File: src/rtl/aes_core_scheduler_if.sv
// Request/grant and round-control bundle between requesters and the AES round scheduler.
interface aes_core_scheduler_if;
    logic [1:0] req_valid;
    logic [1:0] req_mode0;
    logic [1:0] req_mode1;
    logic [1:0] req_dec;
    logic       hold;
    logic [1:0] gnt;
    logic       busy;
    logic       core_en;
    logic [1:0] core_mode;
    logic       core_dec;
    logic [3:0] round;
    logic [3:0] key_sel;
    logic       first;
    logic       last;
    logic       done;
    logic       done_id;
    logic       err;

    modport master (
        output req_valid, req_mode0, req_mode1, req_dec, hold,
        input  gnt, busy, core_en, core_mode, core_dec, round, key_sel,
               first, last, done, done_id, err
    );

    modport slave (
        input  req_valid, req_mode0, req_mode1, req_dec, hold,
        output gnt, busy, core_en, core_mode, core_dec, round, key_sel,
               first, last, done, done_id, err
    );
endinterface

File: src/rtl/aes_core_scheduler.sv
// Two-requester round-robin scheduler sequencing AES rounds for a shared core.
//
// state | meaning
// IDLE  | arbitrate pending requests, latch job on grant
// RUN   | step rounds 0..Nr, frozen while hold is high
// DONE  | one-cycle completion pulse (err for illegal mode)
module aes_core_scheduler #(
    parameter int NR128 = 10,
    parameter int NR192 = 12,
    parameter int NR256 = 14
) (
    input logic                clk,
    input logic                rst,
    aes_core_scheduler_if.slave bus
);
    typedef enum logic [1:0] {IDLE = 2'd0, RUN = 2'd1, DONE = 2'd2} state_t;

    state_t     state_q, state_d;
    logic [3:0] round_q, round_d;
    logic       id_q, id_d;
    logic [1:0] mode_q, mode_d;
    logic       dec_q, dec_d;
    logic       err_q, err_d;
    logic       rr_q, rr_d;

    logic       pick;
    logic [1:0] pick_mode;
    logic [3:0] nr;
    logic [1:0] gnt_c;
    logic       busy_c, core_en_c, first_c, last_c, done_c;
    logic [3:0] round_c, key_sel_c;

    // Round count of the latched job; the illegal mode never reaches RUN.
    always_comb begin
        case (mode_q)
            2'd0:    nr = 4'(NR128);
            2'd1:    nr = 4'(NR192);
            default: nr = 4'(NR256);
        endcase
    end

    // Tie goes to the requester not granted last; a lone requester wins outright.
    always_comb begin
        pick      = (bus.req_valid == 2'b11) ? ~rr_q : bus.req_valid[1];
        pick_mode = pick ? bus.req_mode1 : bus.req_mode0;
    end

    // Next-state and output decode.
    always_comb begin
        state_d   = state_q;
        round_d   = round_q;
        id_d      = id_q;
        mode_d    = mode_q;
        dec_d     = dec_q;
        err_d     = err_q;
        rr_d      = rr_q;
        gnt_c     = 2'b00;
        busy_c    = 1'b0;
        core_en_c = 1'b0;
        first_c   = 1'b0;
        last_c    = 1'b0;
        done_c    = 1'b0;
        round_c   = 4'd0;
        key_sel_c = 4'd0;
        case (state_q)
            IDLE: begin
                if (bus.req_valid != 2'b00) begin
                    gnt_c       = 2'b00;
                    gnt_c[pick] = 1'b1;
                    id_d        = pick;
                    rr_d        = pick;
                    mode_d      = pick_mode;
                    dec_d       = bus.req_dec[pick];
                    err_d       = (pick_mode == 2'd3);
                    round_d     = 4'd0;
                    state_d     = (pick_mode == 2'd3) ? DONE : RUN;
                end
            end
            RUN: begin
                busy_c    = 1'b1;
                core_en_c = ~bus.hold;
                first_c   = (round_q == 4'd0);
                last_c    = (round_q == nr);
                round_c   = round_q;
                // round never exceeds nr, so nr - round cannot wrap
                key_sel_c = dec_q ? (nr - round_q) : round_q;
                if (!bus.hold) begin
                    if (round_q == nr) state_d = DONE;
                    else               round_d = round_q + 4'd1;
                end
            end
            DONE: begin
                busy_c  = 1'b1;
                done_c  = 1'b1;
                state_d = IDLE;
            end
            default: state_d = IDLE;
        endcase
    end

    // State and job registers; reset aborts any job and favours requester 0.
    always_ff @(posedge clk) begin
        if (rst) begin
            state_q <= IDLE;
            round_q <= 4'd0;
            id_q    <= 1'b0;
            mode_q  <= 2'd0;
            dec_q   <= 1'b0;
            err_q   <= 1'b0;
            rr_q    <= 1'b1;
        end else begin
            state_q <= state_d;
            round_q <= round_d;
            id_q    <= id_d;
            mode_q  <= mode_d;
            dec_q   <= dec_d;
            err_q   <= err_d;
            rr_q    <= rr_d;
        end
    end

    assign bus.gnt       = rst ? 2'b00 : gnt_c;
    assign bus.busy      = busy_c;
    assign bus.core_en   = core_en_c;
    assign bus.core_mode = mode_q;
    assign bus.core_dec  = dec_q;
    assign bus.round     = round_c;
    assign bus.key_sel   = key_sel_c;
    assign bus.first     = first_c;
    assign bus.last      = last_c;
    assign bus.done      = done_c;
    assign bus.done_id   = done_c & id_q;
    assign bus.err       = done_c & err_q;
endmodule

File: src/flat_wrapper.sv
// flat-port wrapper written by rule: the top's interface ports become plain ports
module aes_core_scheduler_flat 
#(
    parameter int NR128 = 10,
    parameter int NR192 = 12,
    parameter int NR256 = 14
)
  (clk, rst, bus_req_valid, bus_req_mode0, bus_req_mode1, bus_req_dec, bus_hold, bus_gnt, bus_busy, bus_core_en, bus_core_mode, bus_core_dec, bus_round, bus_key_sel, bus_first, bus_last, bus_done, bus_done_id, bus_err);
  aes_core_scheduler_if bus_i ();
  input logic clk;
  input logic rst;
  input wire logic [$bits(bus_i.req_valid)-1:0] bus_req_valid;
  input wire logic [$bits(bus_i.req_mode0)-1:0] bus_req_mode0;
  input wire logic [$bits(bus_i.req_mode1)-1:0] bus_req_mode1;
  input wire logic [$bits(bus_i.req_dec)-1:0] bus_req_dec;
  input wire logic [$bits(bus_i.hold)-1:0] bus_hold;
  output wire logic [$bits(bus_i.gnt)-1:0] bus_gnt;
  output wire logic [$bits(bus_i.busy)-1:0] bus_busy;
  output wire logic [$bits(bus_i.core_en)-1:0] bus_core_en;
  output wire logic [$bits(bus_i.core_mode)-1:0] bus_core_mode;
  output wire logic [$bits(bus_i.core_dec)-1:0] bus_core_dec;
  output wire logic [$bits(bus_i.round)-1:0] bus_round;
  output wire logic [$bits(bus_i.key_sel)-1:0] bus_key_sel;
  output wire logic [$bits(bus_i.first)-1:0] bus_first;
  output wire logic [$bits(bus_i.last)-1:0] bus_last;
  output wire logic [$bits(bus_i.done)-1:0] bus_done;
  output wire logic [$bits(bus_i.done_id)-1:0] bus_done_id;
  output wire logic [$bits(bus_i.err)-1:0] bus_err;
  assign bus_i.req_valid = bus_req_valid;
  assign bus_i.req_mode0 = bus_req_mode0;
  assign bus_i.req_mode1 = bus_req_mode1;
  assign bus_i.req_dec = bus_req_dec;
  assign bus_i.hold = bus_hold;
  assign bus_gnt = bus_i.gnt;
  assign bus_busy = bus_i.busy;
  assign bus_core_en = bus_i.core_en;
  assign bus_core_mode = bus_i.core_mode;
  assign bus_core_dec = bus_i.core_dec;
  assign bus_round = bus_i.round;
  assign bus_key_sel = bus_i.key_sel;
  assign bus_first = bus_i.first;
  assign bus_last = bus_i.last;
  assign bus_done = bus_i.done;
  assign bus_done_id = bus_i.done_id;
  assign bus_err = bus_i.err;
  aes_core_scheduler #(.NR128(NR128), .NR192(NR192), .NR256(NR256)) u_core (.clk(clk), .rst(rst), .bus(bus_i));
endmodule
File: config.mk
export PLATFORM = sky130hd
export DESIGN_NAME = aes_core_scheduler_flat
export DESIGN_NICKNAME = d
export VERILOG_FILES = /design/src/rtl/aes_core_scheduler_if.sv /design/src/rtl/aes_core_scheduler.sv /design/src/flat_wrapper.sv
export SDC_FILE = /design/constraint.sdc
export NUM_CORES = 1
export LEC_CHECK = 0
export CORE_MARGIN = 3
export CORE_UTILIZATION = 35
export CTS_BUF_LIST = sky130_fd_sc_hd__clkbuf_8 sky130_fd_sc_hd__clkbuf_16
export CTS_CLUSTER_DIAMETER = 150
export CTS_CLUSTER_SIZE = 25
export DETAILED_ROUTE_END_ITERATION = 10
export PLACE_DENSITY = 0.66
export SLEW_MARGIN = 5
export SYNTH_ARGS = -nofsm -noshare
export SYNTH_HDL_FRONTEND = slang
export SYNTH_SLANG_ARGS = --single-unit
File: constraint.sdc
create_clock -name clk -period 4.85 [get_ports clk]
set_input_delay 0.97 -clock clk [delete_from_list [all_inputs] [get_ports clk]]
set_output_delay 0.97 -clock clk [all_outputs]
set_load 0.01 [all_outputs]
======== After elaboration in Yosys (flattened, before gate mapping) ========
Index checks and enable logic that the tools add are counted.
word-level totals
  register bits ........................... 12
  logic and storage cells ................. 62
operators by class
  eq/ne operators ......................... 10
  muxes and demuxes ....................... 27
  reduce and logical (&&, ||, !) cells .... 10
  magnitude comparators ................... 2
  $add $sub $neg .......................... 2
  bitwise operators ....................... 4
operator list
  kind                                                                          count
  4-bit two-way mux                                                             6
  2-bit two-way mux                                                             8
  1-bit two-way mux                                                             9
  4-bit one-hot mux with 2 select lines                                         1
  2-bit == test, second input constant                                          3
  3-bit one-hot mux with 2 select lines                                         1
  4-bit by 1-bit adder with 4-bit output, second input constant                 1
  2-bit by 1-bit == test with 1-bit output, second input constant               2
  4-bit == test                                                                 1
  2-bit zero test                                                               2
  4-bit zero test                                                               1
  2-bit by 1-bit != test with 1-bit output, second input constant               2
  2-bit != test, second input constant                                          2
  2-bit one-hot mux with 2 select lines                                         1
  4-bit AND reduction                                                           1
  2-bit nonzero test                                                            2
  4-bit subtractor                                                              1
  3-bit AND reduction                                                           1
  1-bit bitwise AND                                                             2
  1-bit by 2-bit less-than comparator with 1-bit output, second input constant  1
  1-bit inverter                                                                2
  2-bit AND reduction                                                           1
  2-bit OR reduction                                                            1
  1-bit demux with 1-bit select                                                 1
  other kinds (2)                                                               2

======== Depth between registers and ports, before layout ========
Gate-level depths: netlist of run 1.
  depth after elaboration ................. 9
  mapped depth ............................ 7

======== Worst setup path after synthesis of run 1 ========
No wires, ideal clock.
  path type ............................... register to output
  start point ............................. register u_core.mode_q[1] (netlist: u_core.bus.core_mode[1])
  end point ............................... output bus_key_sel[3]
  path slack .............................. 2.248 ns
  stages on the path, launching flop included .. 7
  required time ........................... 3.880 ns
  arrival time ............................ 1.632 ns
  cell sequence ........................... dfxtp_1 > nand2b_1 > ha_1 > nor2b_1 > o21a_1 > o21ai_0 > mux2_2
on the way
  longest elaborated chain between the ends .. 5
RTL lines
  element                                                                      line                       RTL
  start, declared                                                              aes_core_scheduler.sv:21   logic [1:0] mode_q, mode_d;
  start signal, assigned                                                       aes_core_scheduler.sv:115  mode_q <= mode_d;
  2-bit by 1-bit == test with 1-bit output or 2-bit zero test (tied branches)  aes_core_scheduler.sv:35   case (mode_q)
  3-bit one-hot mux with 2 select lines *                                      aes_core_scheduler.sv:35
  4-bit subtractor *                                                           aes_core_scheduler.sv:86   key_sel_c = dec_q ? (nr - round_q) : round_q;
  4-bit two-way mux *                                                          aes_core_scheduler.sv:86
  4-bit two-way mux *                                                          aes_core_scheduler.sv:65   case (state_q)
  end, declared                                                                flat_wrapper.sv:23         output wire logic [$bits(bus_i.key_sel)-1:0] bus_key_sel;
Every way passes the cells marked *; elsewhere a longest branch is shown, timed or not.

======== Worst setup path after layout of run 1 ========
  start point ............................. input bus_req_valid[1]
  end point ............................... output bus_gnt[1]
on the way
  longest elaborated chain between the ends .. 9
RTL lines
  element                                                                                                                           line                       RTL
  start, declared                                                                                                                   flat_wrapper.sv:12         input wire logic [$bits(bus_i.req_valid)-1:0] bus_req_valid;
  2-bit == test                                                                                                                     aes_core_scheduler.sv:44   pick = (bus.req_valid == 2'b11) ? ~rr_q : bus.req_valid[1];
  1-bit two-way mux                                                                                                                 aes_core_scheduler.sv:44
  1-bit by 2-bit less-than comparator with 1-bit output (implied by the code) or 1-bit greater-or-equal comparator (tied branches)  aes_core_scheduler.sv:69   gnt_c[pick] = 1'b1;
  1-bit logical AND (implied by the code)                                                                                           aes_core_scheduler.sv:69
  1-bit two-way mux (implied by the code)                                                                                           aes_core_scheduler.sv:69
  1-bit demux with 1-bit select                                                                                                     -
  2-bit two-way mux *                                                                                                               aes_core_scheduler.sv:67   if (bus.req_valid != 2'b00) begin
  2-bit two-way mux *                                                                                                               aes_core_scheduler.sv:65
  2-bit two-way mux *                                                                                                               aes_core_scheduler.sv:122  assign bus.gnt = rst ? 2'b00 : gnt_c;
  end, declared                                                                                                                     flat_wrapper.sv:17         output wire logic [$bits(bus_i.gnt)-1:0] bus_gnt;
Marked as above.

==> flow_summary.yaml, run 1 <==
sta:
  final-hold-violation-count: 0
  slew-limit-headroom: 0.7034
  min_period_ns: 3.614
  hold_slack_ns: 0.4899
  rsz0062_at_grt: "false"
  final.period_utilization: 0.7452
  worst_pin_slew_ns: 0.4402
  setup_viol: 0
  max_freq_mhz: 276.7
  slew_viol_final: 0
  finClkSkew_ns: 0.004290
  fin_setup_tns_ns: 0
worst_setup_path:
  worstPathMaxFanout: 6
  cp-end-kind: "output pin"
  cp-start-kind: "input port"
  crit_arrival_ns: 2.64
  rr_startpoint: "u_core.round_q[1]$_SDFFE_PP0P_"
  ff2ff_path_depth: 7
  r2r-end: "u_core.round_q[3]$_SDFFE_PP0P_"
  r2r_slack_ns: 2.49
  cp.required_ns: 3.88
  slowest_stage: "clkdlybuf4s50_1"
  crit_chain: "clkdlybuf4s50_1 -> a21boi_2 -> and3_1 -> clkdlybuf4s50_1"
  critPathMaxStageDelay_ns: 0.54
  path_class: "input port to output pin"
  cp_common_cell: "clkdlybuf4s50_1"
  path_buf_inv: 2
  crit_family: "buffers and inverters"
global_route:
  grt_util_met1: 0.1734
  grt_first_pass_wirelength_um: 3553
  antenna_found_initial: 0
  first_global_vias: 808
  grt_use_met3: 0.04408
  gr-total-overflow: 0
  grt_max_degree: 12
  grt.total_usage: 0.1427
  busiest_layer: "met2"
  use_met2: 0.2314
yosys:
  yosysSeqAreaShare: 0.2755
  synthCells: 109
  syn_avg_cell_area_um2: 8.001
  synth_ff_type: "dfxtp_1"
  async_reset_ff_frac: 0
  synth_cell_types: 33
  yosysWarnings: 0
  synth_fp_nets: 129
  syn-cell-area_um2: 872.1
  synth_edf_count: 0
  ys_seq_elements: 12
route:
  drt_first_pass_iters: 4
  wl_per_cell_um: 12.18
  vias: 851
  vias_per_cell: 5.065
  antenna_left: 0
  drc: 0
  drtIter0Drc: 10
  routed_wl_um: 2046
clock_network:
  clock_latency_ns: 0.24
  cts_tree: "built"
  clock_sinks: 12
  numCtsBuffers: 3
  cts_setup_buffers: 0
  postCtsHoldBufs: 0
  clockBufferDepth: 2
  htree_levels: 1
  clockRootBuffer: "clkbuf_8"
  clk_pin_slew_ns: 0.05
  ctsResizeCount: 0
die:
  floorplan.initialDensity: 0.3796
  die_y_um: 55.92
  io_pins: 31
  design.die.area_mm2: 0.003126
  die_x_um: 55.92
  coreArea_mm2: 0.002297
  num_rows: 17
placed_design:
  dpl.hpwl_um: 1680
  io_buffers: 30
  gp_congestion: 0.7277
flow_run:
  maxCapViolCount: 0
final_layout:
  layout_common_cells: "30 x clkdlybuf4s50_1, 14 x nor2_1, 12 x dfxtp_1"
  syn_to_final_growth_pct: 42.90
  multi_input_area_um2: 585.6
  drive_above_1_share: 0.07857
  regArea_um2: 240.2
  layout.nets: 161
  layout_commonest_cell: "clkdlybuf4s50_1"
  n_fill_cell: 235
  final_util: 0.5425
  diodes: 0
hold_path:
  holdPathEnd: "u_core.id_q$_SDFFE_PP0P_"
  hold_depth: 1
  min_path_type: "flop to flop"
  hold_start: "u_core.id_q$_SDFFE_PP0P_"
power_and_ir_drop:
  peakVddDrop_uv: 200.7
  power_density_mw_per_mm2: 355.0
  power.leakage_nw: 0.4694
  fin_total_pwr_uw: 442.4
status:
  run_status: "completed"
## registers in the layout, indices dropped and copies added (netlist names)
name / count
u_core.round_q: 4
u_core.bus.core_mode: 2
u_core.state_q: 2
u_core.bus.core_dec: 1
u_core.err_q: 1
u_core.id_q: 1
u_core.rr_q: 1
## how the worst max path moves through the flow
stage / from / cells after the start / end
5_1_grt: bus_req_valid[1] / 4 / bus_gnt[1]
6_report: bus_req_valid[1] / 4 / bus_gnt[1]
3_5_place_dp: bus_req_valid[1] / 4 / bus_gnt[1]
2_1_floorplan: u_core.bus.core_mode[1]$_SDFFE_PP0P_ / 6 / bus_key_sel[3]
4_1_cts: bus_req_valid[1] / 4 / bus_gnt[1]
3_3_place_gp: bus_req_valid[1] / 4 / bus_gnt[1]
## report_power, final
group,internal (mW),leakage (nW),switching [mW]
clock network,0.0718,0.0288,0.0377
logic,0.103,0.342,0.101
registers,0.115,0.0986,0.0143
## worst reg2reg max path, cell delays in order, from the launching register on
cell and delay (ns):
dfxtp_1 0.40, inv_1 0.13, ha_1 0.31, ha_1 0.22
and4_4 0.20, or4b_4 0.56, or3_1 0.36, a21oi_1 0.14
## metrics by stage
step                      instances  setup slack [ns]  instance area (um2)
after floorplan                 109             2.248                872.1
after global placement          164             1.274                 1191
after detailed placement        164             1.239                 1191
after CTS                       168             1.235                 1246
after global routing            168             1.143                 1246
final                           168             1.236                 1246
## cells in the mapped netlist, types with 2 or more instances
master / number / area share
a211oi_1: 5 / 0.043
a21oi_1: 8 / 0.046
and2_1: 4 / 0.029
and3_1: 2 / 0.014
dfxtp_1: 12 / 0.28
ha_1: 8 / 0.11
inv_1: 7 / 0.030
mux2i_1: 5 / 0.057
nand2_1: 7 / 0.030
nand3_1: 3 / 0.017
nor2_1: 14 / 0.060
nor3_1: 4 / 0.023
o21a_1: 2 / 0.017
o21ai_0: 6 / 0.034
or3_1: 4 / 0.029
## routing by layer
metal	part of all wire	wire length, um	vias up
met2	0.44	902	30
met5	0	0	-
met4	0.014	28	0
met1	0.47	957	371
met3	0.077	158	2
li1	-	-	448
## cells by family (layout without fill, tap and decap cells)
| group | after synthesis | in the layout | share of synthesized area |
|---|---|---|---|
| and+or+nand+nor | 45 | 45 | 0.2712 |
| AOI/OAI and AO/OA | 25 | 25 | 0.1822 |
| DFF | 12 | 12 | 0.2755 |
| buffers and inverters | 11 | 42 | 0.05308 |
| adders and majority gates | 9 | 9 | 0.1377 |
| muxes | 6 | 6 | 0.07030 |
| xor gates and xnor gates | 1 | 1 | 0.01004 |
## cell type report
type,instances,share of cell area
Clock buffer,4,0.04418
Inverter,8,0.02410
Multi-Input combinational cell,86,0.4699
Sequential cell,12,0.1928
Tap cell,28,0.02811
Timing Repair Buffer,30,0.2410
No activity file was read; power rests on OpenSTA's default activity.
==> run 2, diff against run 1 <==
Settings changed: PLACE_DENSITY 0.66 to 0.68.
Clock period 4.85 ns to 3.04 ns, I/O delays scaled along.
==> run 2 against run 1 <==
  * Sequential share of layout area is 0.37 points lower
  * Utilization grew 1.6 points
  * Worst hold slack worse by 0.0054 ns
  * Combinational power increased by 69%
  * Register-to-register slack got worse by 1.8 ns
  * Die area unchanged
  * Global-route usage is 0.29 points higher
  * First-iteration DRC count up 40%
  * Count of clock-buffer cells in the layout did not move
  * Largest cell class unchanged
  * Highest routed layer unchanged
==> flow_summary.yaml, run 2 (same netlist as run 1, synthesis figures left out) <==
sta:
  max_freq_mhz: 345.1
  finClkSkew_ns: 0.001091
  fin_setup_tns_ns: 0
  slew-limit-headroom: 0.7332
  rsz0062_at_grt: "false"
  slew_viol_final: 0
  hold_slack_ns: 0.4845
  min_period_ns: 2.898
  final.period_utilization: 0.9532
  worst_pin_slew_ns: 0.3960
  final-hold-violation-count: 0
  setup_viol: 0
global_route:
  grt_max_degree: 12
  first_global_vias: 861
  grt.total_usage: 0.1455
  antenna_found_initial: 0
  grt_first_pass_wirelength_um: 3739
  gr-total-overflow: 0
final_layout:
  diodes: 0
  layout_common_cells: "30 x clkdlybuf4s50_1, 14 x nor2_1, 10 x dfxtp_1"
  largest_reg_flops: 4
  final_util: 0.5588
  n_fill_cell: 243
  layout.nets: 163
  layout_commonest_cell: "clkdlybuf4s50_1"
  finalNonFillerCells: 170
  regMostFlops: "u_core.round_q"
  syn_to_final_growth_pct: 47.20
  drive_above_1_share: 0.1197
  finalInstanceArea_mm2: 0.001284
clock_network:
  cts_setup_buffers: 0
  clock_sinks: 12
  htree_levels: 1
  cts_tree: "built"
  clockRootBuffer: "clkbuf_8"
  clk_pin_slew_ns: 0.05
  clock_latency_ns: 0.24
  clockBufferDepth: 2
  numCtsBuffers: 3
die:
  die_x_um: 55.92
  num_rows: 17
  die_y_um: 55.92
  floorplan.initialDensity: 0.3796
  io_pins: 31
  design.die.area_mm2: 0.003126
  coreArea_mm2: 0.002297
worst_setup_path:
  cp-start-kind: "flop"
  cp-end-kind: "output pin"
  crit_start: "u_core.round_q[1]$_SDFFE_PP0P_"
  cp.required_ns: 2.43
  rr_startpoint: "u_core.round_q[1]$_SDFFE_PP0P_"
  crit_arrival_ns: 2.29
  worstPathMaxFanout: 5
  r2r_slack_ns: 0.71
  path_class: "flop to output pin"
  crit_chain: "inv_1 -> ha_1 -> nor2b_1 -> o21a_1 -> o21ai_1 -> mux2_2 -> clkdlybuf4s50_1"
  critPathMaxStageDelay_ns: 0.48
  slowest_stage: "clkdlybuf4s50_1"
hold_path:
  min_path_type: "flop to flop"
  hold_start: "u_core.id_q$_SDFFE_PP0P_"
power_and_ir_drop:
  peakVddDrop_uv: 318.4
  power_density_mw_per_mm2: 563.6
  power.leakage_nw: 0.4843
placed_design:
  gp_congestion: 0.7234
  io_buffers: 30
  place_inst: 166
  dpl.hpwl_um: 1741
  postPlaceCellArea_mm2: 0.001206
route:
  drt_first_pass_iters: 4
  antenna_left: 0
  vias_per_cell: 4.988
  routed_wl_um: 2089
  drtIter0Drc: 14
  wl_per_cell_um: 12.29
  drc: 0
  vias: 848
flow_run:
  maxCapViolCount: 0
status:
  run_status: "completed"
==> run 2: cell types whose count changed in the layout (fill, tap and decap cells not counted), sizes merged <==
cell,change
buf,+2
==> run 2: layer usage <==
metal,global-route usage,share of wire,up-vias
met5,0,0,-
met4,0.06780,0.015,0
met2,0.2382,0.45,30
met3,0.03944,0.087,4
li1,-,-,449
met1,0.1762,0.45,365
==> run 2: repair_timing <==
item / CTS / global route
hold endpoints to repair: 0 / 0
hold buffers: 0 / 0
endpoints found under the setup margin: 0 / 1
gates resized for setup: 0 / 5
==> run 2: path summary, 6_finish.rpt <==
kind         cells past startpoint                              to
max                              7                  bus_key_sel[3]
min                              1        u_core.id_q$_SDFFE_PP0P_
max reg2reg                      7  u_core.round_q[3]$_SDFFE_PP0P_
min reg2reg                      1        u_core.id_q$_SDFFE_PP0P_
==> run 2: through the flow <==
step                      power (mW)  setup slack (ns)
after floorplan               0.4189            0.7213
after global placement        0.5353            0.3290
after detailed placement      0.5425            0.2879
after CTS                     0.7181          0.006755
after global routing          0.7932           0.01958
final                         0.7235            0.1423
==> run 2: report_power, final <==
| part | switching (mW) | total (mW) | internal, mW |
|---|---|---|---|
| sequential | 0.0249 | 0.209 | 0.185 |
| combinational | 0.168 | 0.344 | 0.176 |
| clock | 0.0562 | 0.170 | 0.114 |
| total | 0.249 | 0.724 | 0.475 |
==> run 2: critical path: cells and delay by family, from the launching register on <==
kind,cells,cell delay (ns)
adders and majority gates,1,0.31
buffers and inverters,2,0.59
muxes,1,0.35
DFF,1,0.37
AOI/OAI and AO/OA,2,0.30
and+or+nand+nor,1,0.14
==> run 2: area by class of cell <==
cell class                      count  area, um2  area share
Clock buffer                        4      55.05     0.04289
Inverter                            8      30.03     0.02339
Multi-Input combinational cell     86      605.6      0.4717
Sequential cell                    12      242.7      0.1891
Tap cell                           28      35.03     0.02729
Timing Repair Buffer               32      315.3      0.2456
==> edit: new RTL, flow settings as in run 1 <==
`NR128` is set to 10 in 2 places; all go to 5.
--- a/src/rtl/aes_core_scheduler.sv
+++ b/src/rtl/aes_core_scheduler.sv
@@ -5,7 +5,7 @@
 // RUN   | step rounds 0..Nr, frozen while hold is high
 // DONE  | one-cycle completion pulse (err for illegal mode)
 module aes_core_scheduler #(
-    parameter int NR128 = 10,
+    parameter int NR128 = 5,
     parameter int NR192 = 12,
     parameter int NR256 = 14
 ) (
--- a/src/flat_wrapper.sv
+++ b/src/flat_wrapper.sv
@@ -1,7 +1,7 @@
 // flat-port wrapper written by rule: the top's interface ports become plain ports
 module aes_core_scheduler_flat 
 #(
-    parameter int NR128 = 10,
+    parameter int NR128 = 5,
     parameter int NR192 = 12,
     parameter int NR256 = 14
 )
Function: changed (a bounded check fails within 4 cycles, from zero or initial values and one cycle with rst high).
==> edit against run 1 <==
Critical endpoint unchanged. Routed wire length up 14%. Clock skew down 0.0031 ns. Area after synthesis up 7.0%. Power down 6.1%. Sequential cell count unchanged. Setup slack better by 0.033 ns. Die area up 6.3%. Cell area up 2.8%. Largest cell class unchanged.
==> edit: results (changes against run 1) <==
Placed design:
- The placer congestion estimate was 0.783 (was 0.728).
- The minimum setup slack after placement is 1.27 ns (was 1.24 ns).
- The total cell area at the placement stage is 1240 um^2 (was 1190 um^2).
- The post-detailed-placement half-perimeter wirelength is 1.83 mm (was 1.68 mm).

Logic synthesis:
- The sequential element share of the synthesized area is 25.7% (was 27.5%).
- The xor-xnor portion of the synthesized cell area is 0% (was 1.00%).
- Commonest cells post-synth: 12 x sky130_fd_sc_hd__dfxtp_1, 11 x sky130_fd_sc_hd__inv_1, 11 x sky130_fd_sc_hd__nor2_1 (was 14 x sky130_fd_sc_hd__nor2_1, 12 x sky130_fd_sc_hd__dfxtp_1, 8 x sky130_fd_sc_hd__a21oi_1, 8 x sky130_fd_sc_hd__ha_1).
- The number of distinct library cells after synthesis is 38 (was 33).
- The post-synthesis mux area share is 5.63% (was 7.03%).
- The complex-gate fraction of the synthesized area is 28.2% (was 18.2%).
- Cells taking the most area after synthesis: sky130_fd_sc_hd__dfxtp_1 26%, sky130_fd_sc_hd__ha_1 9.4%, sky130_fd_sc_hd__a211oi_1 5.6% (was sky130_fd_sc_hd__dfxtp_1 28%, sky130_fd_sc_hd__ha_1 11%, sky130_fd_sc_hd__nor2_1 6.0%).
- The fraction of the mapped netlist area in adder cells is 11.5% (was 13.8%).

STA:
- The worst slew margin relative to its limit is 69.3% (was 70.3%).
- The worst clock skew on the final layout is 0.00121 ns (was 0.00429 ns).

Global routing:
- The first-pass GRT wire length is 3.96 mm (was 3.55 mm).
- The overall fraction of global-route tracks in use came to 15.0% (was 14.3%).
- The pin count of the biggest net entering global routing was 13 (was 12).
- The number of global-route vias before repair is 885 (was 808).

Detailed routing:
- The initial detailed-routing violation count is 14 (was 10).
- The detailed-routing iteration count for the pre-antenna-repair pass came to 4 (unchanged).
- The average detailed-routed wire length per instance is 13.8 um (was 12.2 um).
- The count of vias placed by the detailed router is 908 (was 851).

Hold path:
- The path class of the lowest-slack min-delay path is reg2reg (unchanged).

Pwr:
- The worst-case vdd ir drop is 0.223 mV (was 0.201 mV).
- The static leakage is 0.453 nW (was 0.469 nW).

Outcome:
- Status: complete, no violations (unchanged).

Setup path:
- The launching point of the worst reg2reg path was u_core.bus.core_mode[1] (was u_core.round_q[1]).

Clocking:
- The clock slew seen by the registers of the worst setup and hold paths is 0.05 ns (about the same).
==> edit: logic make-up after synthesis <==
family                   Yosys count
AO/OA/AOI/OAI                     35
multiplexers                       5
buffers and inverters             14
adder cells (fa/ha/maj)            8
AND/OR/NAND/NOR                   36
flip-flops                        12
==> edit: critical path, stage by stage <==
cell	delay, ns
sky130_fd_sc_hd__clkdlybuf4s50_1	0.52
sky130_fd_sc_hd__a21boi_2	0.36
sky130_fd_sc_hd__and2_1	0.21
sky130_fd_sc_hd__clkdlybuf4s50_1	0.54
==> edit: metrics by stage <==
step / instances / hold WS [ns] / util, %
after floorplan: 110 / 0.452 / -
after global placement: 167 / 0.475 / 49.6
after detailed placement: 167 / 0.472 / 49.6
after CTS: 170 / 0.487 / 51.3
after global routing: 170 / 0.496 / 51.3
final: 170 / 0.492 / 51.3
==> edit: metal layers <==
metal	track usage (%)	part of all wire, %	vias up
met2	25.0	49	24
met1	19.5	46	416
met4	6.29	0.68	0
met3	1.78	4.4	2
li1	-	-	466
met5	0	0	-
==> edit: cell type report <==
| type | count | area, um^2 |
|---|---|---|
| clock buffer | 3 | 41.3 |
| fill | 259 | 1220 |
| inverter | 11 | 41.3 |
| multi-input combinational | 84 | 621 |
| sequential | 12 | 240 |
| tap | 30 | 37.5 |
| timing repair buffer | 30 | 300 |
==> edit: final timing paths <==
check / endpoint / slack (ns) / depth (start not counted)
setup / recovery: bus_gnt[1] / 1.27 / 4
hold / removal: u_core.id_q / 0.49 / 1
hold reg to reg: u_core.id_q / 0.49 / 1
setup reg to reg: u_core.round_q[3] / 2.93 / 7
==> edit: power by group through the flow <==
stage | registers (mW) | logic [mW] | clock network [mW]
after floorplan | 0.131 | 0.134 | 0
after global placement | 0.132 | 0.191 | 0
after detailed placement | 0.132 | 0.196 | 0
after CTS | 0.130 | 0.197 | 0.0947
after global routing | 0.133 | 0.218 | 0.0978
final | 0.130 | 0.194 | 0.0912
